File: src/rtl/alu_seq.sv
// alu_seq: registered, handshaked ALU with flags; optional iterative shift-add multiplier.
// Latency: 1 cycle for single-cycle ops, N cycles for MUL (only when ALU_MUL_EN is defined).
// Backpressure: a result is held stable until out_ready; in_ready follows out_ready in HOLD, 0 in MUL.
//
// Ports:
//   clk, rst             clock, synchronous active-high reset
//   in_valid / in_ready  operation handshake; a, b, sel are sampled only on accept
//   a, b [N-1:0]         operands (b[S-1:0] is the shift amount for shifts)
//   sel [3:0]            opcode
//   out_valid/out_ready  result handshake
//   result [N-1:0]       registered result; z, n, v, c registered flags
//
// Build option: define ALU_MUL_EN to compile in the multiplier (opcode 12).
// Without it, opcode 12 behaves as a reserved opcode (result 0, z=1).
`timescale 1ns/1ps
module alu_seq #(
  parameter int N = 8
) (
  input  logic         clk,
  input  logic         rst,
  input  logic         in_valid,
  output logic         in_ready,
  input  logic [N-1:0] a,
  input  logic [N-1:0] b,
  input  logic [3:0]   sel,
  output logic         out_valid,
  input  logic         out_ready,
  output logic [N-1:0] result,
  output logic         z,
  output logic         n,
  output logic         v,
  output logic         c
);

  localparam int S = $clog2(N);

  localparam logic [3:0] OP_NOP  = 4'd0;
  localparam logic [3:0] OP_ADD  = 4'd1;
  localparam logic [3:0] OP_SUB  = 4'd2;
  localparam logic [3:0] OP_SHL  = 4'd3;
  localparam logic [3:0] OP_SHR  = 4'd4;
  localparam logic [3:0] OP_AND  = 4'd5;
  localparam logic [3:0] OP_OR   = 4'd6;
  localparam logic [3:0] OP_PASB = 4'd7;
  localparam logic [3:0] OP_PASA = 4'd8;
  localparam logic [3:0] OP_VCC  = 4'd9;
  localparam logic [3:0] OP_XOR  = 4'd10;
  localparam logic [3:0] OP_ASR  = 4'd11;
  localparam logic [3:0] OP_CMP  = 4'd13;

`ifdef ALU_MUL_EN
  localparam logic [3:0] OP_MUL  = 4'd12;
  typedef enum logic [1:0] {ST_IDLE = 2'd0, ST_HOLD = 2'd1, ST_MUL = 2'd2} state_t;
`else
  typedef enum logic [1:0] {ST_IDLE = 2'd0, ST_HOLD = 2'd1} state_t;
`endif

  state_t state, state_nxt;
  state_t acc_state;     // state entered when an operation is accepted
  logic   accept;
  logic   load_alu;

  // ---------------- single-cycle datapath ----------------
  logic [S-1:0]        amt;
  logic [N:0]          sum_add, sum_sub;
  logic [N:0]          shl_w, shr_w;
  logic signed [N:0]   asr_w;
  logic [N-1:0]        alu_res;
  logic [N-1:0]        alu_fsrc;  // value the z/n flags are derived from
  logic                alu_v, alu_c;

  assign amt = b[S-1:0];

  always_comb begin
    sum_add  = {1'b0, a} + {1'b0, b};
    // Subtract as a + ~b + 1 so the carry out means "no borrow".
    sum_sub  = {1'b0, a} + {1'b0, ~b} + {{N{1'b0}}, 1'b1};
    // One guard bit on the exit side of each shift catches the last bit shifted out;
    // with amt == 0 the guard bit stays 0, giving c = 0.
    shl_w    = {1'b0, a} << amt;
    shr_w    = {a, 1'b0} >> amt;
    asr_w    = $signed({a, 1'b0}) >>> amt;

    alu_res  = '0;
    alu_v    = 1'b0;
    alu_c    = 1'b0;
    case (sel)
      OP_NOP:  alu_res = '0;
      OP_ADD: begin
        alu_res = sum_add[N-1:0];
        alu_c   = sum_add[N];
        alu_v   = (a[N-1] == b[N-1]) && (sum_add[N-1] != a[N-1]);
      end
      OP_SUB, OP_CMP: begin
        alu_res = sum_sub[N-1:0];
        alu_c   = sum_sub[N];
        alu_v   = (a[N-1] != b[N-1]) && (sum_sub[N-1] != a[N-1]);
      end
      OP_SHL: begin
        alu_res = shl_w[N-1:0];
        alu_c   = shl_w[N];
      end
      OP_SHR: begin
        alu_res = shr_w[N:1];
        alu_c   = shr_w[0];
      end
      OP_ASR: begin
        alu_res = asr_w[N:1];
        alu_c   = asr_w[0];
      end
      OP_AND:  alu_res = a & b;
      OP_OR:   alu_res = a | b;
      OP_XOR:  alu_res = a ^ b;
      OP_PASB: alu_res = b;
      OP_PASA: alu_res = a;
      OP_VCC:  alu_res = '1;
      default: alu_res = '0;   // reserved opcodes
    endcase

    // CMP flags come from the difference; the reported result is a itself.
    alu_fsrc = alu_res;
    if (sel == OP_CMP) begin
      alu_res = a;
    end
  end

  // ---------------- multiplier ----------------
`ifdef ALU_MUL_EN
  logic [2*N-1:0] acc, mcand, acc_nxt;
  logic [N-1:0]   mplier;
  logic [S-1:0]   cnt;
  logic           mul_last;

  // Shift-add: multiplicand moves left, multiplier moves right, one bit per cycle.
  assign acc_nxt   = acc + (mplier[0] ? mcand : '0);
  assign mul_last  = (cnt == S'(N - 1));
  assign acc_state = (sel == OP_MUL) ? ST_MUL : ST_HOLD;
`else
  assign acc_state = ST_HOLD;
`endif

  assign accept   = in_valid && in_ready;
  assign load_alu = accept && (acc_state == ST_HOLD);

  // ---------------- control ----------------
  always_comb begin
    state_nxt = state;
    in_ready  = 1'b0;
    out_valid = 1'b0;
    case (state)
      ST_IDLE: begin
        in_ready = 1'b1;
        if (in_valid) state_nxt = acc_state;
      end
      ST_HOLD: begin
        out_valid = 1'b1;
        in_ready  = out_ready;
        if (out_ready) state_nxt = in_valid ? acc_state : ST_IDLE;
      end
`ifdef ALU_MUL_EN
      ST_MUL: begin
        if (mul_last) state_nxt = ST_HOLD;
      end
`endif
      default: state_nxt = ST_IDLE;
    endcase
  end

  always_ff @(posedge clk) begin
    if (rst) begin
      state  <= ST_IDLE;
      result <= '0;
      z      <= 1'b0;
      n      <= 1'b0;
      v      <= 1'b0;
      c      <= 1'b0;
`ifdef ALU_MUL_EN
      acc    <= '0;
      mcand  <= '0;
      mplier <= '0;
      cnt    <= '0;
`endif
    end else begin
      state <= state_nxt;
      if (load_alu) begin
        result <= alu_res;
        z      <= (alu_fsrc == '0);
        n      <= alu_fsrc[N-1];
        v      <= alu_v;
        c      <= alu_c;
      end
`ifdef ALU_MUL_EN
      if (accept && (acc_state == ST_MUL)) begin
        acc    <= '0;
        mcand  <= {{N{1'b0}}, a};
        mplier <= b;
        cnt    <= '0;
      end else if (state == ST_MUL) begin
        acc    <= acc_nxt;
        mcand  <= mcand << 1;
        mplier <= mplier >> 1;
        cnt    <= cnt + S'(1);   // wraps back to 0 after the last step
        if (mul_last) begin
          result <= acc_nxt[N-1:0];
          z      <= (acc_nxt[N-1:0] == '0);
          n      <= acc_nxt[N-1];
          v      <= |acc_nxt[2*N-1:N];
          c      <= 1'b0;
        end
      end
`endif
    end
  end

endmodule

File: config.mk
export PLATFORM = sky130hd
export DESIGN_NAME = alu_seq
export DESIGN_NICKNAME = d
export VERILOG_FILES = /design/src/rtl/alu_seq.sv
export SDC_FILE = /design/constraint.sdc
export NUM_CORES = 1
export LEC_CHECK = 0
export ABC_AREA = 1
export CAP_MARGIN = 30
export CORE_ASPECT_RATIO = 1.5
export CORE_MARGIN = 2
export CORE_UTILIZATION = 35
export DETAILED_ROUTE_END_ITERATION = 8
export MAX_ROUTING_LAYER = met4
export PLACE_DENSITY = 0.67
export SLEW_MARGIN = 10
export SYNTH_ARGS = -nofsm -noshare
export SYNTH_HDL_FRONTEND = slang
export SYNTH_SLANG_ARGS = --single-unit
export TNS_END_PERCENT = 10
File: constraint.sdc
create_clock -name clk -period 2.4 [get_ports clk]
set_clock_uncertainty 0.15 [all_clocks]
set_input_delay 0.48 -clock clk [delete_from_list [all_inputs] [get_ports clk]]
set_output_delay 0.48 -clock clk [all_outputs]
set_load 0.03 [all_outputs]
==> metrics.yaml <==
io_pins: 38
fmax_ghz: 0.395
fin_util_pct: 58.9
pre_cts_ws_ns: -1.05
finalCritPeriodShare_pct: 106
crit_start: "sel[2]"
gr-usage-all-layers_pct: 30.3
nets: 709
pwr-share-clk_pct: 15.7
fin_crit_ns: 2.53
cp.buffers_inverters: 5
r2r_end: "z$_SDFFE_PP0P_"
cpMostUsedCell: "nor2_1"
slowest_delay_ns: 0.49
cp-end-kind: "flop"
drc_errors: 0
cts_htree_levels: 1
violations: "negative setup slack"
drt-initial-drc-count: 275
grt_max_degree: 20
p_leak_nw: 2.33
clk_latency_ns: 0.24
rsz0062_at_grt: "true"
diodes: 0
grt_pass1_wl_um: 18900
max_cap_viol_count: 0
wl_per_cell_um: 15.9
initial_utilization_pct: 36.3
cp_cell_sequence: "clkdlybuf4s50_1 -> buf_4 -> nor2_2 -> inv_1 -> nor2_4 -> buf_4 -> buf_4 -> o21ai_1 -> nand2_1 -> nor2_1 -> nand3_1 -> nor2_4 -> nand2_1 -> nor2_1 -> nor2_1 -> nor2_1"
ir_drop_uv: 197
slowest_stage: "clkdlybuf4s50_1"
netSwitchingFraction_pct: 42.7
cts.sinks: 13
r2r_cells: 10
nFillCells: 752
start_kind: "input pin"
finalSetupViolations: 6
synthFlopType: "dfxtp_1"
synth_warnings: 0
cts_tree: "yes"
path_clk_slew_ns: 0.06
cp.arrival_ns: 2.55
slew_viol_final: 0
antenna_found_initial: 0
clock-root-buffer: "clkbuf_8"
viasPerCell: 5.20
final_hold_viol_count: 0
dieArea_mm2: 0.00828
grt_pass1_vias: 3860
pwr-share-comb_pct: 65.3
numPortBuffers: 37
netlist_area_mm2: 0.00264
r2r-start: "state[0]$_SDFFE_PP0P_"
die_h_um: 110
syn_avg_cell_area_um2: 5.31
cellInternalPower_mw: 0.725
pwr-share-seq_pct: 19.0
worst-r2r-setup-slack_ns: 0.73
core-area_mm2: 0.00727
seq_area_frac_synth_pct: 9.85
status: "finished with violations"
hold_path.class: "flop to flop"
syn-num-nets: 549
cts_buffers: 3
row_count: 38
worst-path-max-fanout: 5
place_congestion: 1.04
syn_inst: 498
ant_nets: 0
dp_hpwl_um: 9720
worst_slew_pin_slew_ns: 0.561
dr.pass1.iters: 5
vias: 3938
worstPathRequired_ns: 2.42
drive_gt1_share_pct: 29.1
p_sw_mw: 0.540
powerDensity_mw_per_mm2: 295
path_class: "input pin to flop"
async_reset_ff_share_pct: 0
crit_path_end: "z$_SDFFE_PP0P_"
synthDistinctLibCells: 33
area_growth_pct: 62.2
fin_tns_setup_ns: -0.351
synth-seq-cells: 13
relSlewSlack_pct: 62.5
die_w_um: 74.9
clk_path_buf_depth: 2
grt_overflow_total: 0
synth-edff-count: 0
drt_wl_total_um: 12100
timing.final.ws_setup_ns: -0.133
critical_path_depth: 16
critical_path.top_delay_family: "buffers and inverters"
==> area by class of cell <==
class	count	area [µm²]	area share [%]
Clock buffer	4	45.0	1.05
Inverter	65	244	5.69
Multi-Input combinational cell	404	2220	51.7
Sequential cell	13	260	6.07
Tap cell	100	125	2.92
Timing Repair Buffer	171	1390	32.5
==> layer usage <==
metal	track usage [%]	routed length, µm	vias to the layer above
li1	-	-	1927
met1	35.3	4600	1800
met2	50.5	6080	156
met3	1.37	636	55
met4	16.4	747	0
met5	-	0	-
==> power by group through the flow <==
| stage | clock (mW) | combinational, mW | sequential [mW] |
|---|---|---|---|
| 5_1_grt | 0.209 | 0.899 | 0.243 |
| 4_1_cts | 0.199 | 0.790 | 0.241 |
| 3_3_place_gp | 0 | 0.751 | 0.245 |
| 6_report | 0.198 | 0.826 | 0.240 |
| 2_1_floorplan | 0 | 0.339 | 0.277 |
| 3_5_place_dp | 0 | 0.756 | 0.245 |
==> worst reg2reg max path, stage by stage (launching register included) <==
cell,delay [ns]
dfxtp_1,0.31
nand2_1,0.08
buf_4,0.11
nand2_1,0.15
inv_1,0.20
nand3_1,0.14
nor2_4,0.16
nand2_1,0.06
nor2_1,0.10
nor2_1,0.05
nor2_1,0.09
==> layout by cell type (no fill, tap or decap), drive strengths merged, types with 2 or more instances in the layout <==
| master | Yosys | layout |
|---|---|---|
| nand4 | 12 | 12 |
| or2 | 2 | 2 |
| nand3 | 69 | 69 |
| a31oi | 2 | 2 |
| nand2 | 165 | 165 |
| inv | 65 | 65 |
| buf | 10 | 137 |
| dlymetal6s2s | 0 | 8 |
| ha | 25 | 25 |
| clkdlybuf4s50 | 0 | 20 |
| fa | 2 | 2 |
| o211ai | 10 | 10 |
| dfxtp | 13 | 13 |
| a21boi | 2 | 2 |
| a21oi | 22 | 22 |
| xnor2 | 2 | 2 |
| clkbuf | 6 | 5 |
| dlygate4sd2 | 0 | 5 |
| nor2 | 63 | 63 |
| o21ai | 19 | 19 |
| o22ai | 4 | 4 |
==> Yosys cell counts, types with 2 or more instances <==
cell / number / area [µm²]
a21boi_0: 2 / 15.0
a21oi_1: 22 / 110
a31oi_1: 2 / 12.5
buf_2: 6 / 30.0
buf_6: 2 / 22.5
clkbuf_1: 6 / 22.5
dfxtp_1: 13 / 260
fa_1: 2 / 40.0
ha_1: 25 / 313
inv_1: 61 / 229
inv_2: 4 / 15.0
nand2_1: 162 / 608
nand2_2: 3 / 18.8
nand3_1: 69 / 345
nand4_1: 11 / 68.8
nor2_1: 61 / 229
o211ai_1: 10 / 75.1
o21ai_0: 18 / 90.1
o22ai_1: 4 / 25.0
xnor2_1: 2 / 17.5
==> through the flow <==
step	cell area [µm²]	cells	power [mW]	hold WS (ns)
2_1_floorplan	2650	498	0.616	0.445
6_report	4290	757	1.27	0.311
3_3_place_gp	4010	746	0.995	0.301
4_1_cts	4190	754	1.23	0.313
5_1_grt	4290	757	1.35	0.326
3_5_place_dp	4010	746	1.00	0.304
==> registers in the layout, summed over array words and instances (netlist names) <==
name / flops
v: 1
c: 1
result: 8
z: 1
n: 1
state: 1
==> logic make-up (layout without fill, tap and decap cells) <==
kind of cell	count (synthesis)	after routing	synth area share, %
AOI/OAI and AO/OA	60	60	12.9
xor gates and xnor gates	3	3	0.994
adders and majority gates	27	27	13.4
buffers and inverters	81	240	12.5
DFF	13	13	9.85
and+or+nand+nor	314	314	50.4
==> how the worst min path moves through the flow <==
stage | startpoint | end | slack (ns) | cells after the start
after CTS | result[3]$_SDFFE_PP0P_ | result[3]$_SDFFE_PP0P_ | 0.31 | 2
after floorplan | result[0]$_SDFFE_PP0P_ | result[0]$_SDFFE_PP0P_ | 0.44 | 2
after global routing | result[6]$_SDFFE_PP0P_ | result[6]$_SDFFE_PP0P_ | 0.33 | 2
final | result[5]$_SDFFE_PP0P_ | result[5]$_SDFFE_PP0P_ | 0.31 | 2
after global placement | result[5]$_SDFFE_PP0P_ | result[5]$_SDFFE_PP0P_ | 0.30 | 2
after detailed placement | result[3]$_SDFFE_PP0P_ | result[3]$_SDFFE_PP0P_ | 0.30 | 2
==> what timing repair did <==
item	CTS	global route
hold buffers	0	0
pin swaps	13	14
cloned	0	0
setup buffers	4	3
endpoints found under the setup margin	11	13
gates resized for setup	51	30
Note: power is estimated with default switching activity, not from simulation.
